File: src/rtl/ext_mem_mig_bridge.sv
// ext_mem_mig_bridge
// Converts single 32-bit core writes/reads into 128-bit BL8 MIG app
// transactions, one at a time, with byte-lane masking and lane selection.
// Optional read-wait watchdog: define EXT_MEM_RD_TIMEOUT_EN.
module ext_mem_mig_bridge #(
    parameter int unsigned ADDR_WIDTH     = 28,
    parameter int unsigned TIMEOUT_CYCLES = 1024
) (
    input  logic                  clock,
    input  logic                  reset,
    input  logic                  waen,
    input  logic [31:0]           waddr,
    output logic                  wardy,
    input  logic                  wden,
    input  logic [31:0]           wdata,
    input  logic [3:0]            wmask,
    output logic                  wdrdy,
    output logic                  wbvld,
    input  logic                  raen,
    input  logic [31:0]           raddr,
    output logic                  rardy,
    input  logic                  rden,
    output logic [31:0]           rdata,
    output logic                  rdrdy,
    input  logic                  init_calib_complete,
    output logic [ADDR_WIDTH-1:0] app_addr,
    output logic [2:0]            app_cmd,
    output logic                  app_en,
    input  logic                  app_rdy,
    output logic [127:0]          app_wdf_data,
    output logic [15:0]           app_wdf_mask,
    output logic                  app_wdf_wren,
    output logic                  app_wdf_end,
    input  logic                  app_wdf_rdy,
    input  logic [127:0]          app_rd_data,
    input  logic                  app_rd_data_valid,
    output logic                  rd_timeout_err
);

    typedef enum logic [2:0] {
        IDLE,
        W_DATA,
        W_ISSUE,
        W_RESP,
        R_CMD,
        R_WAIT,
        R_RESP
    } state_t;

    state_t     state;
    logic [1:0] lane;
    logic       cmd_done;
    logic       wdf_done;
    logic       cmd_acc;
    logic       wdf_acc;

`ifdef EXT_MEM_RD_TIMEOUT_EN
    localparam int unsigned TMO_W = (TIMEOUT_CYCLES > 1) ? $clog2(TIMEOUT_CYCLES) : 1;
    localparam logic [TMO_W-1:0] TMO_LAST = TMO_W'(TIMEOUT_CYCLES - 1);
    logic [TMO_W-1:0] tmo_cnt;
`else
    assign rd_timeout_err = 1'b0;
`endif

    // Address low bits and bits above the MIG address range are dropped by design.
    logic unused_bits;
`ifdef EXT_MEM_RD_TIMEOUT_EN
    assign unused_bits = &{1'b0, waddr, raddr};
`else
    assign unused_bits = &{1'b0, waddr, raddr, (TIMEOUT_CYCLES != 0)};
`endif

    // Core-side handshakes decoded from the registered state.
    assign wardy = (state == IDLE) && init_calib_complete;
    assign rardy = (state == IDLE) && init_calib_complete && !waen;
    assign wdrdy = (state == W_DATA);
    assign wbvld = (state == W_RESP);
    assign rdrdy = (state == R_RESP);

    // Command and write-data channels complete independently; either may finish first.
    assign cmd_acc = cmd_done || (app_en && app_rdy);
    assign wdf_acc = wdf_done || (app_wdf_wren && app_wdf_rdy);

    // Transaction FSM with registered MIG-side outputs.
    always_ff @(posedge clock) begin
        if (!reset) begin
            state        <= IDLE;
            lane         <= '0;
            cmd_done     <= 1'b0;
            wdf_done     <= 1'b0;
            rdata        <= '0;
            app_addr     <= '0;
            app_cmd      <= '0;
            app_en       <= 1'b0;
            app_wdf_data <= '0;
            app_wdf_mask <= '1;
            app_wdf_wren <= 1'b0;
            app_wdf_end  <= 1'b0;
`ifdef EXT_MEM_RD_TIMEOUT_EN
            tmo_cnt        <= '0;
            rd_timeout_err <= 1'b0;
`endif
        end else begin
            case (state)
                IDLE: begin
                    if (waen && wardy) begin
                        app_addr <= {waddr[ADDR_WIDTH:4], 3'b000};
                        lane     <= waddr[3:2];
                        state    <= W_DATA;
                    end else if (raen && rardy) begin
                        app_addr <= {raddr[ADDR_WIDTH:4], 3'b000};
                        lane     <= raddr[3:2];
                        app_cmd  <= 3'b001;
                        app_en   <= 1'b1;
                        state    <= R_CMD;
                    end
                end
                W_DATA: begin
                    if (wden) begin
                        app_wdf_data <= {4{wdata}};
                        app_wdf_mask <= ~(16'(wmask) << {lane, 2'b00});
                        app_cmd      <= 3'b000;
                        app_en       <= 1'b1;
                        app_wdf_wren <= 1'b1;
                        app_wdf_end  <= 1'b1;
                        cmd_done     <= 1'b0;
                        wdf_done     <= 1'b0;
                        state        <= W_ISSUE;
                    end
                end
                W_ISSUE: begin
                    if (app_en && app_rdy) begin
                        app_en   <= 1'b0;
                        cmd_done <= 1'b1;
                    end
                    if (app_wdf_wren && app_wdf_rdy) begin
                        app_wdf_wren <= 1'b0;
                        app_wdf_end  <= 1'b0;
                        wdf_done     <= 1'b1;
                    end
                    if (cmd_acc && wdf_acc) begin
                        state <= W_RESP;
                    end
                end
                W_RESP: begin
                    state <= IDLE;
                end
                R_CMD: begin
                    if (app_rdy) begin
                        app_en <= 1'b0;
                        state  <= R_WAIT;
`ifdef EXT_MEM_RD_TIMEOUT_EN
                        tmo_cnt <= '0;
`endif
                    end
                end
                R_WAIT: begin
                    if (app_rd_data_valid) begin
                        rdata <= app_rd_data[{lane, 5'b00000} +: 32];
                        state <= R_RESP;
`ifdef EXT_MEM_RD_TIMEOUT_EN
                    end else if (tmo_cnt == TMO_LAST) begin
                        rdata          <= 32'hDEADBEEF;
                        rd_timeout_err <= 1'b1;
                        state          <= R_RESP;
                    end else begin
                        tmo_cnt <= tmo_cnt + 1'b1;
`endif
                    end
                end
                R_RESP: begin
                    if (rden) begin
                        state <= IDLE;
                    end
                end
                default: begin
                    state <= IDLE;
                end
            endcase
        end
    end

endmodule

File: config.mk
export PLATFORM = sky130hd
export DESIGN_NAME = ext_mem_mig_bridge
export DESIGN_NICKNAME = d
export VERILOG_FILES = /design/src/rtl/ext_mem_mig_bridge.sv
export SDC_FILE = /design/constraint.sdc
export NUM_CORES = 1
export LEC_CHECK = 0
export CAP_MARGIN = 20
export CORE_AREA = 2 2 178 180
export DETAILED_ROUTE_END_ITERATION = 8
export DIE_AREA = 0 0 180 182
export GPL_TIMING_DRIVEN = 0
export PLACE_DENSITY = 0.61
export SKIP_CTS_REPAIR_TIMING = 1
export SYNTH_ARGS = -nofsm -noshare
export SYNTH_HDL_FRONTEND = slang
export SYNTH_SLANG_ARGS = --single-unit
File: constraint.sdc
create_clock -name clock -period 3.8 [get_ports clock]
set_input_delay 1.14 -clock clock [delete_from_list [all_inputs] [get_ports clock]]
set_output_delay 1.14 -clock clock [all_outputs]
set_load 0.05 [all_outputs]
# Yosys cells after proc, flatten, opt, wreduce, memory -nomap -nowiden
# Cells that the tools add are included.
dict set report totals {
  input_bits 238
  out_inout_bits 216
  elab_cells 82
  register_bits 216
}
dict set report op_classes {
  reduce_logical 23
  eq_ne 16
  bitwise_logic 1
  shifts 2
  n_mux 29
}
# cell n
set op_table {}
lappend op_table {{128-bit by 8-bit variable part select with 32-bit output} 1}
lappend op_table {{28-bit two-way mux} 2}
lappend op_table {{3-bit two-way mux} 10}
lappend op_table {{3-bit case mux with 6 select lines} 1}
lappend op_table {{2-bit inequality test (second input constant)} 8}
lappend op_table {{16-bit NOT} 1}
lappend op_table {{4-bit by 4-bit << shifter with 16-bit output} 1}
lappend op_table {{6-bit AND reduction} 2}
lappend op_table {{3-bit == test (second input constant)} 3}
lappend op_table {{1-bit two-way mux} 9}
lappend op_table {{1-bit logical AND} 7}
lappend op_table {{3-bit by 2-bit == test with 1-bit output (second input constant)} 2}
lappend op_table {{1-bit case mux with 2 select lines} 3}
lappend op_table {{3-bit case mux with 2 select lines} 1}
lappend op_table {{2-bit AND reduction} 3}
lappend op_table {{3-bit AND reduction} 2}
lappend op_table {{2-bit nonzero test} 3}
lappend op_table {{2-bit two-way mux} 2}
lappend op_table {{1-bit case mux with 4 select lines} 1}
lappend op_table {{4-bit AND reduction} 1}
lappend op_table {{4-bit nonzero test} 1}
lappend op_table {{3-bit by 1-bit == test with 1-bit output (second input constant)} 1}
lappend op_table {{3-bit zero test} 1}
lappend op_table {{3-bit by 1-bit inequality test with 1-bit output (second input constant)} 1}
lappend op_table {{3 further kinds} 4}

# Depth between registers and ports, before layout
dict set report depth {
  word_depth 7
  mapped_depth 7
  ltp_nobuf 4
}

# Worst setup path before layout
# OpenSTA, ideal clock, no wires.
dict set report synth_path {
  kind {input to output}
  start {input port init_calib_complete}
  end {output port wardy}
  arrival_time_ps 2234
  stages 4
  path_slack_ps 426
  path_cell_list {or4b_4 buf_6 buf_6 inv_1}
}
dict set report synth_via {
  elab_chain_cells 1
}
# element line
set synth_lines {}
lappend synth_lines {{start, declared} 25} ;# input logic init_calib_complete,
lappend synth_lines {{1-bit logical AND} 74} ;# assign wardy = (state == IDLE) && init_calib_complete;
lappend synth_lines {{end, declared} 13} ;# output logic wardy,
# Every way passes these cells.

# Worst setup path after layout
# Ends and elaborated chain as after synthesis.

==> run summary <==
The run finished with clean final reports. The reg2reg setup slack came out at 1.87 ns. The completed layout was analyzed and its total power is 4500 µW. The number of synthesis warnings came out at 0.

The synthesized instance count came out at 727. The y dimension of the die came out at 182 µm. The clock arrives with 0.00950 ns of skew. Counting distinct cell types in the post-synthesis netlist gives 31. The setup path with the least slack is of type in -> out.

Based on the critical path, the design can be clocked at up to 269 MHz. The data required time at the worst endpoint came out at 2.66 ns. The clock root buffer is clkbuf_16. Yosys attributes the largest share of cell area to dfxtp_1 36%, buf_4 12%, mux4_2 11%, nand2_1 8.0%, a21boi_0 7.5%. By instance count, the cell type seen most on the critical path is buf_6.

The number of global-route vias before repair came out at 6582. The total power per unit cell area is 380 nW/µm². Global routing used 15.6% of the available tracks across all layers. Clock latency on the worst-skew pair, taken at its later pin, is 0.40 ns.

Once detail routing completed, the nets flagged for antenna violations numbered 0. The first TritonRoute pass finished after 4 iterations. The max-slew violation count came out at 0. The leakage power figure is 0.00448 µW. In the routed layout, each cell is associated on average with a via count of 4.16.

The dominant synthesized flop cell is dfxtp_1. The number of cells on the worst reg-to-reg path is 5. The number of antenna violations at the first check in global routing is 1. The synthesized area came out at 6390 µm². The largest individual stage delay along the critical path comes from the cell or4b_4. Walking the worst path, the cells encountered are clkdlybuf4s50_1 -> or4b_4 -> buf_6 -> inv_1 -> buf_6. The number of CTS-inserted buffers is 17. The critical path starts at init_calib_complete. Along the worst path, the maximum fanout reaches 10.

Counting I/O delays and the setup requirement, the final critical path takes 3.71 ns. The count of maximum capacitance violations is 0. The endpoint identified for the worst register-to-register timing path is rdata[9]. Counting flops with a built-in enable in the synthesized netlist gives 0. The effective utilization at floorplan is 20.6%.

For this run, design rule violations remaining after detail routing come to 0. In the synthesized netlist the async set-or-reset flop fraction comes to 0%. The floorplan row count came out at 65.

The residual overflow from global routing came out at 0. The worst hold path belongs to the class reg -> reg. STA classifies the critical path startpoint as an input port. The global placement routability congestion came out at 0.860. Entering global routing, the biggest net connects 17 pins. 454 I/O pins were placed. The average instance area after synthesis came out at 8.79 µm². Counting along the longest clock path gives a buffer depth of 2. TritonCTS built the clock tree. The period utilization is 97.7%.

Measured against its own limit, the worst slew margin works out to 44.4%. The post-placement setup slack came out at -0.863 ns. STA classifies the critical path endpoint as a primary output. By count the netlist is led by 136 x nand2_1, 115 x dfxtp_1, 104 x buf_4. The worst register-to-register path begins at lane[1]. Summing over every cut layer, the via total after detailed routing is 6653. The synthesized design devotes to its leading area cell type 36.0% of total area. The number of H-tree levels came out at 4. The net count of the finished layout is 1425. The number of sinks driven by the clock tree came out at 115. After legalization and detailed placement, the total HPWL measured 21700 µm. The number of synthesized register bits came out at 115. The number of endpoints failing setup at the final stage is 0. The most frequent cell after synthesis is nand2_1. The standard cell core area came out at 31000 µm². The final wirelength is 26200 µm. The ratio of cells with drive above 1 in the final layout is 17.0%. The wire length per cell came out at 16.3 µm. The biggest area contributor in the post-synthesis netlist is dfxtp_1.

For this block, the initial DRC count from the detailed router was 238. The number of buffers added on ports is 435. The slew of the pin with the lowest slew margin came out at 0.834 ns.

From synthesis to final layout, the design area changed by 85.5%. The clock-pin slew of the registers on the worst-case setup and hold paths came out at 0.06 ns. The die boundary width is 180 µm. The first-pass GRT wire length came out at 39200 µm. The die covers 32800 µm². The least setup slack across all paths after layout is 0.0879 ns.

The sequential fraction of the synthesis area came out at 36.0%. The count of final hold-check violations is 0. Setup repair after global routing left no endpoint under its margin. The critical path arrival came out at 2.57 ns. The worst vdd rail ir drop is 0.277 mV.

The maximum cell stage delay along the critical path is 0.53 ns. The critical path ends at wardy.
## worst min path at each step
stage	startpoint	end	slack, ns	cells past startpoint
6_report	rdata[20]	rdata[20]	0.46	2
3_3_place_gp	wdf_done	wdf_done	0.45	2
5_1_grt	rdata[30]	rdata[30]	0.48	2
3_5_place_dp	rdata[8]	rdata[8]	0.46	2
2_1_floorplan	cmd_done	cmd_done	0.44	2
4_1_cts	rdata[8]	rdata[8]	0.46	2
## flip-flops by register name, summed over array words and instances (netlist names)
register,flops
app_addr,25
app_cmd,1
app_en,1
app_wdf_data,32
app_wdf_end,1
app_wdf_mask,16
cmd_done,1
lane,2
rdata,32
state,3
wdf_done,1
## layout make-up
type | count | area [µm²]
Inverter | 5 | 18.8
Clock buffer | 21 | 460
Multi-Input combinational cell | 453 | 3040
Tap cell | 402 | 503
Timing Repair Buffer | 437 | 4370
Antenna cell | 1 | 2.50
Buffer | 158 | 1040
Fill cell | 3135 | 19100
Sequential cell | 115 | 2300
Clock inverter | 9 | 106
## logic make-up (layout without fill, tap and decap cells)
group                  count (synthesis)  count (layout)  share of synthesized area (%)
DFF                                  115             115                           36.0
and+or+nand+nor                      258             258                           18.1
muxes                                 32              32                           11.3
buffers and inverters                164             630                           16.7
AOI/OAI and AO/OA                    157             157                           17.7
other                                  1               7                         0.0587
## per-stage QoR
step	area [µm²]	setup TNS, ns	util [%]	hold WS (ns)	instances
final	11800	0	38.2	0.461	1601
after global routing	11800	0	38.2	0.484	1601
after CTS	11800	-1.59	38.2	0.464	1599
after detailed placement	11300	-1.57	36.4	0.457	1569
after global placement	11300	-1.55	36.4	0.450	1569
after floorplan	6410	0	-	0.438	732
## critical path, delay by kind of cell
family	cells	cell delay [ns]
AND/OR/NAND/NOR	1	0.53
buffers and inverters	4	0.88
## report_power, final
| part | leakage [µW] | switching [µW] | internal (µW) |
|---|---|---|---|
| Clock | 0.000271 | 575 | 991 |
| Sequential | 0.000935 | 64.9 | 1290 |
| Combinational | 0.00327 | 865 | 718 |
## cell usage in the layout (no fill, tap or decap), drive strengths merged
cell type / count
clkbuf: 56
nand2b: 4
inv: 6
and3: 18
a21boi: 64
a21oi: 36
nor2: 56
a31oi: 4
diode: 1
nand3: 5
clkdlybuf4s50: 433
or4b: 1
o211ai: 2
nand2: 136
o31a: 1
dfxtp: 115
clkinv: 3
mux4: 32
bufinv: 2
conb: 6
o221a: 27
and3b: 2
a311o: 1
nor2b: 31
and2: 3
buf: 127
o21ai: 22
nor3b: 1
clkinvlp: 3
nor3: 1
## routing by layer
metal / up-vias / GRT usage (%) / wire (µm)
li1: 3311 / - / -
met1: 3055 / 17.8 / 10500
met2: 268 / 28.0 / 13200
met3: 19 / 4.71 / 2110
met4: 0 / 4.36 / 318
met5: - / 0 / 0
No activity file was read; power rests on OpenSTA's default activity.
